File: config.mk
export PLATFORM = sky130hd
export DESIGN_NAME = keypad_scan
export DESIGN_NICKNAME = d
export VERILOG_FILES = /design/src/rtl/keypad_scan.sv
export SDC_FILE = /design/constraint.sdc
export NUM_CORES = 1
export LEC_CHECK = 0
export BUFFER_PORTS_ARGS = -buffer_cell sky130_fd_sc_hd__buf_2
export CORE_ASPECT_RATIO = 0.75
export CORE_UTILIZATION = 59
export DETAILED_ROUTE_END_ITERATION = 10
export PLACE_DENSITY = 0.82
export SLEW_MARGIN = 5
export SYNTH_ARGS = -nofsm -noshare
export SYNTH_HDL_FRONTEND = slang
export SYNTH_SLANG_ARGS = --single-unit
File: constraint.sdc
create_clock -name IN_clk -period 3 [get_ports IN_clk]
set_clock_uncertainty 0.05 [all_clocks]
set_input_delay 0.3 -clock IN_clk [delete_from_list [all_inputs] [get_ports IN_clk]]
set_output_delay 0.3 -clock IN_clk [all_outputs]
set_load 0.01 [all_outputs]
File: src/rtl/keypad_scan.sv
// 4x4 active-low matrix keypad scanner with a two-flop row synchroniser and
// press/release debounce; emits one {row,col} code strobe per physical press.
module keypad_scan #(
    parameter int unsigned SCAN_DIV     = 4,
    parameter int unsigned DEBOUNCE_CNT = 8
) (
    input  logic       IN_clk,
    input  logic       IN_reset,
    input  logic [3:0] IN_row,
    output logic [3:0] OUT_col,
    output logic [3:0] OUT_value,
    output logic       OUT_key,
    output logic [1:0] OUT_state
);

    localparam int unsigned DW = $clog2(SCAN_DIV);
    localparam int unsigned BW = $clog2(DEBOUNCE_CNT);
    localparam logic [DW-1:0] DwellMax = DW'(SCAN_DIV - 1);
    localparam logic [BW-1:0] DebMax   = BW'(DEBOUNCE_CNT - 1);

    typedef enum logic [1:0] {
        StScan     = 2'd0,
        StDebounce = 2'd1,
        StHold     = 2'd2,
        StRelease  = 2'd3
    } state_e;

    state_e        state_q, state_d;
    logic [3:0]    row_meta_q, row_s_q;
    logic [1:0]    col_idx_q, col_idx_d;
    logic [1:0]    row_idx_q, row_idx_d;
    logic [DW-1:0] dwell_q, dwell_d;
    logic [BW-1:0] deb_q, deb_d;
    logic [3:0]    value_q, value_d;
    logic          key_q, key_d;

    logic [1:0]    low_row;
    logic          row_low;
    logic [3:0]    col_one;

    // Row 0 has highest priority when several rows read low together.
    always_comb begin
        low_row = 2'd0;
        if (!row_s_q[0]) begin
            low_row = 2'd0;
        end else if (!row_s_q[1]) begin
            low_row = 2'd1;
        end else if (!row_s_q[2]) begin
            low_row = 2'd2;
        end else begin
            low_row = 2'd3;
        end
    end

    assign row_low = ~row_s_q[row_idx_q];

    always_comb begin
        state_d   = state_q;
        col_idx_d = col_idx_q;
        row_idx_d = row_idx_q;
        dwell_d   = dwell_q;
        deb_d     = deb_q;
        value_d   = value_q;
        key_d     = 1'b0;

        unique case (state_q)
            StScan: begin
                if (dwell_q == DwellMax) begin
                    dwell_d = '0;
                    if (row_s_q != 4'hF) begin
                        row_idx_d = low_row;
                        deb_d     = '0;
                        state_d   = StDebounce;
                    end else begin
                        col_idx_d = col_idx_q + 2'd1;
                    end
                end else begin
                    dwell_d = dwell_q + 1'b1;
                end
            end
            StDebounce: begin
                if (row_low) begin
                    if (deb_q == DebMax) begin
                        key_d   = 1'b1;
                        value_d = {row_idx_q, col_idx_q};
                        state_d = StHold;
                    end else begin
                        deb_d = deb_q + 1'b1;
                    end
                end else begin
                    deb_d     = '0;
                    col_idx_d = col_idx_q + 2'd1;
                    dwell_d   = '0;
                    state_d   = StScan;
                end
            end
            StHold: begin
                if (!row_low) begin
                    deb_d   = '0;
                    state_d = StRelease;
                end
            end
            StRelease: begin
                if (row_low) begin
                    deb_d   = '0;
                    state_d = StHold;
                end else if (deb_q == DebMax) begin
                    deb_d     = '0;
                    col_idx_d = col_idx_q + 2'd1;
                    dwell_d   = '0;
                    state_d   = StScan;
                end else begin
                    deb_d = deb_q + 1'b1;
                end
            end
            default: state_d = StScan;
        endcase
    end

    always_ff @(posedge IN_clk) begin
        if (!IN_reset) begin
            state_q    <= StScan;
            row_meta_q <= 4'hF;
            row_s_q    <= 4'hF;
            col_idx_q  <= 2'd0;
            row_idx_q  <= 2'd0;
            dwell_q    <= '0;
            deb_q      <= '0;
            value_q    <= 4'h0;
            key_q      <= 1'b0;
        end else begin
            state_q    <= state_d;
            row_meta_q <= IN_row;
            row_s_q    <= row_meta_q;
            col_idx_q  <= col_idx_d;
            row_idx_q  <= row_idx_d;
            dwell_q    <= dwell_d;
            deb_q      <= deb_d;
            value_q    <= value_d;
            key_q      <= key_d;
        end
    end

    assign col_one   = 4'b0001 << col_idx_q;
    assign OUT_col   = ~col_one;
    assign OUT_value = value_q;
    assign OUT_key   = key_q;
    assign OUT_state = state_q;

endmodule
==> metrics, run 1 <==
wire length per cell 12.9 um; Max Cap Violations 0; Max IR drop VDD 413 uV; cell area after layout 1300 um^2; worst min path class input port to flip-flop; clk sink count 24; crit path launch type flip-flop; initial antenna violation count 0; Clock Pin Slew Worst Setup and Hold Paths 0.14 ns; Yosys cell types 38; layout cells sized above 1 0.188; delay-heaviest family, CP multiplexers; Die W 53.4 um; clock power share 0.368; leading area contributor after synthesis dfxtp_1; predominant post-synthesis flop cell dfxtp_1; power per cell area 492 nW/um^2; CP max stage cell mux4_2; crit-path cells mux4_2, a32oi_1, mux2i_1, nor2b_1; Post-synth EDFFs 0; Mapped Cells 119; GPL Wtd Cong 0.819; final setup fails 0; CTS tree done; Via-to-Cell Ratio 5.59; post-synth top area share 0.410; sequential cell area fraction in the yosys report 0.410; max_slew headroom 0.637; Residual DRC 0; syn_area_per_cell 9.84 um^2; cts repair resizes 0; first-pass GRT wire length 3.24 mm; Sw Pwr 0.144 mW; synthesized area 1170 um^2; total track usage 0.221; CORE AREA 1810 um^2; height of the die 40.6 um; count leader, synth dfxtp_1; fill count 131; outcome finished clean; cell row count 13; warnings from Yosys 0; DR pass1 iterations 4; area grow syn2layout 11.1%; Ports 17; DR iter-0 viols 28; slowest stage delay, CP 0.67 ns; CTS buffer count 3; Post-synth ARST share 0; number of global-route vias before repair 703; antenna-violating nets left 0; CP max FO 11; GR Overflow Total 0; initial core utilization 0.649; Clk Latency, worst-skew pair 0.32 ns; detailed placement HPWL 1.41 mm; register share of total power 0.537; max frequency 0.530 GHz; root buf cell clkbuf_4; CP endpoint kind flip-flop; Worst Tran Pin Value 0.544 ns; final setup TNS 0 ns; Max Buffers Root-to-Sink 2; Leak 0.533 nW; largest net degree at the start of global routing 29; total number of vias 866; WP data arrival 2.06 ns; Bufs and invs on worst path 0; Internal Power 0.497 mW; Multi-input gate area 627 um^2; syn_nets 133; Nets 148; period utilization 0.629; H-tree depth 1; synth cell count leaders 24 x dfxtp_1, 10 x nand2b_1, 9 x inv_1; IO Port Bufs 16; WS Path Type flip-flop to flip-flop; fin crit period 1.89 ns; FF+latch count, synth 24; Comb power frac 0.095; FF/Latch Area 480 um^2; Die ar. 2170 um^2; Area after DPL 1250 um^2; synth top area cells dfxtp_1 41%, ha_1 8.5%, nand2b_1 5.3%; antenna diode count 0; RSZ-0062 raised after global routing no; CP required 3.17 ns; hold violation count in the final report 0; setup bufs post-CTS 0; final WL 1.99 mm; Sw Share 0.224; Hold-fix buffers, CTS 0; fin. max-slew vios 0
cells in the final DEF (no fill, tap or decap), types with 2 or more instances in the layout:
cell type	netlist	final
a21boi_0	3	3
a21oi_1	3	3
and2_1	2	2
buf_2	0	16
clkbuf_4	0	3
dfxtp_1	24	24
ha_1	8	8
inv_1	9	9
mux2i_1	6	6
nand2_1	5	5
nand2b_1	10	10
nand3_1	2	2
nand3b_1	2	2
nor2_1	2	2
nor2b_1	8	8
nor3_1	2	2
nor3b_1	2	2
o21ai_0	3	3
o22ai_1	2	2
xnor2_1	2	2
per-layer routing:
layer  global-route usage  share of wire
met1                0.292           0.50
met2                0.341           0.45
met3               0.0833          0.044
met4               0.0526         0.0065
met5                    0              0
per-stage QoR:
stage	worst slack (ns)	power, mW	cells	utilization	hold WS (ns)
floorplan	1.31	0.397	119	-	0.336
global placement	1.20	0.408	151	0.692	0.341
detailed placement	1.15	0.411	151	0.692	0.344
CTS	1.11	0.643	155	0.721	0.100
global route	1.02	0.667	155	0.721	0.0794
finish	1.11	0.641	155	0.721	0.107
power by group through the flow:
stage / clock network, mW / logic, mW / registers, mW
6_report: 0.236 / 0.0611 / 0.344
5_1_grt: 0.253 / 0.0689 / 0.345
4_1_cts: 0.238 / 0.0613 / 0.343
3_5_place_dp: 0 / 0.0605 / 0.351
3_3_place_gp: 0 / 0.0584 / 0.350
2_1_floorplan: 0 / 0.0506 / 0.346
final cells by class:
| type | count | area share |
|---|---|---|
| Clock buffer | 3 | 0.0173 |
| Clock inverter | 1 | 0.0231 |
| Inverter | 9 | 0.0260 |
| Multi-Input combinational cell | 80 | 0.482 |
| Sequential cell | 24 | 0.369 |
| Tap cell | 22 | 0.0212 |
| Timing Repair Buffer | 16 | 0.0615 |
worst paths after layout:
| check | start | to | slack [ns] | depth (start not counted) |
|---|---|---|---|---|
| max | row_idx_q[0] | col_idx_q[1] | 1.11 | 4 |
| min | IN_row[0] | row_meta_q[0] | 0.11 | 2 |
| max reg2reg | row_idx_q[0] | col_idx_q[1] | 1.11 | 4 |
| min reg2reg | row_meta_q[2] | row_s_q[2] | 0.37 | 1 |
registers in the layout (all words and copies together) (netlist names), named ones only:
signal      count
row_s_q         4
row_idx_q       2
OUT_value       4
OUT_key         1
OUT_state       1
deb_q           3
dwell_q         2
row_meta_q      4
col_idx_q       2
worst register-to-register path, stage by stage (launching register included):
cell and delay, ns:
dfxtp_1 0.40, mux4_2 0.67, a32oi_1 0.39, mux2i_1 0.22, nor2b_1 0.06
kinds of logic after synthesis:
| kind of cell | Yosys count | share of synthesized area |
|---|---|---|
| AND/OR/NAND/NOR | 42 | 0.224 |
| flip-flops | 24 | 0.410 |
| AO/OA/AOI/OAI | 20 | 0.130 |
| multiplexers | 8 | 0.0801 |
| adder cells (fa/ha/maj) | 8 | 0.0855 |
| XOR/XNOR | 2 | 0.0150 |
| buffers and inverters | 15 | 0.0545 |
(Power assumes the default switching activity.)
==> run 2: changes to the inputs <==
CORE_UTILIZATION = 55   (was 59)
PLACE_DENSITY = 0.77   (was 0.82)
clock period = 1.9 ns   (was 3 ns; I/O delays follow)
==> metrics, run 2 (synthesis gave the netlist of run 1 again) <==
detailed placement HPWL 1.59 mm; Nets 156; total number of vias 902; final setup TNS 0 ns; CP max FO 7; GPL Wtd Cong 0.822; crit path launch type flip-flop; max_slew headroom 0.699; Die ar. 2320 um^2; final hold slack 0.124 ns; FF/Latch Area 482 um^2; cell area after layout 1380 um^2; max frequency 0.550 GHz; H-tree depth 1; period utilization 0.956; CP required 2.09 ns; Ports 17; most common cell after layout, fill and taps aside dfxtp_1; WP data arrival 2.01 ns; number of global-route vias before repair 866; setup bufs post-CTS 0; hold violation count in the final report 0; root buf cell clkbuf_4; Via-to-Cell Ratio 5.47; worst min path class input port to flip-flop; Worst Tran Pin Value 0.450 ns; Multi-input gate area 632 um^2; Clk Latency, worst-skew pair 0.31 ns; clk sink count 24; Die W 55.3 um; final WL 2.28 mm; WS Path Type flip-flop to flip-flop; CORE AREA 2010 um^2; DR iter-0 viols 26; GR Overflow Total 0; fin. max-slew vios 0; Leak 0.575 nW; largest net degree at the start of global routing 16; fill count 168; first-pass GRT wire length 3.84 mm; Max Buffers Root-to-Sink 2; CTS tree done; most frequent cells in the layout 23 x dfxtp_1, 16 x buf_2, 10 x nand2b_1, 9 x inv_1; Max Cap Violations 0; fin crit period 1.82 ns; Residual DRC 0; final setup fails 0; total track usage 0.216; layout cells sized above 1 0.220; cell row count 14; Area after DPL 1280 um^2; antenna-violating nets left 0; CTS buffer count 3; Pwr Total 1.02 mW; DR pass1 iterations 4; IO Port Bufs 16; height of the die 42.0 um; initial antenna violation count 0; RSZ-0062 raised after global routing yes; Max IR drop VDD 744 uV; outcome finished clean; wire length per cell 13.8 um; area grow syn2layout 17.8%; DP Worst Slack 0.0797 ns; setup ws final 0.0829 ns; CP endpoint kind flip-flop; Clock Pin Slew Worst Setup and Hold Paths 0.13 ns; power per cell area 736 nW/um^2; antenna diode count 0; initial core utilization 0.581
run 2: changes by cell type in the layout (fill, tap and decap cells not counted), sizes merged:
cell,delta
buf,+4
dlygate4sd3,+4
run 2: through the flow:
step,util,std cells
after detailed placement,0.636,157
final,0.685,165
after CTS,0.677,164
after global placement,0.636,157
after floorplan,-,119
after global routing,0.685,165
run 2: final cells by class:
class                           instances  share of cell area
Timing Repair Buffer                   24               0.109
Clock inverter                          1              0.0218
Inverter                                9              0.0245
Tap cell                               24              0.0218
Sequential cell                        24               0.349
Clock buffer                            3              0.0163
Multi-Input combinational cell         80               0.458
run 2: per-layer routing:
layer | up-vias | routed length [um] | track usage
li1 | 454 | - | -
met1 | 421 | 1050 | 0.264
met2 | 25 | 1120 | 0.376
met3 | 2 | 97 | 0.0561
met4 | 0 | 13 | 0.0650
met5 | - | 0 | 0
run 2: where the power goes:
| group | internal [mW] | total [mW] | switching (mW) |
|---|---|---|---|
| registers | 0.523 | 0.541 | 0.0182 |
| logic | 0.0575 | 0.110 | 0.0524 |
| clock network | 0.213 | 0.364 | 0.151 |
run 2: path summary, 6_finish.rpt:
path                                    to  slack (ns)          start  cells past startpoint
worst min register to register  row_s_q[2]        0.37  row_meta_q[2]                      1
worst max register to register    deb_q[0]        0.08   row_idx_q[0]                      4
worst min-delay path            row_s_q[1]        0.12       IN_reset                      2
worst max-delay path              deb_q[0]        0.08   row_idx_q[0]                      4
run 2: repair_timing:
| action | in CTS | in global routing |
|---|---|---|
| resized for setup | 0 | 2 |
| endpoints found under the setup margin | 0 | 4 |
| hold buffers | 3 | 1 |
| endpoints found under the hold margin | 3 | 1 |
run 2: critical path, cell delays in order (launching register included):
cell and delay [ns]:
dfxtp_2 0.38, mux4_2 0.62, a221oi_4 0.42, nor2_1 0.13, o22ai_1 0.14
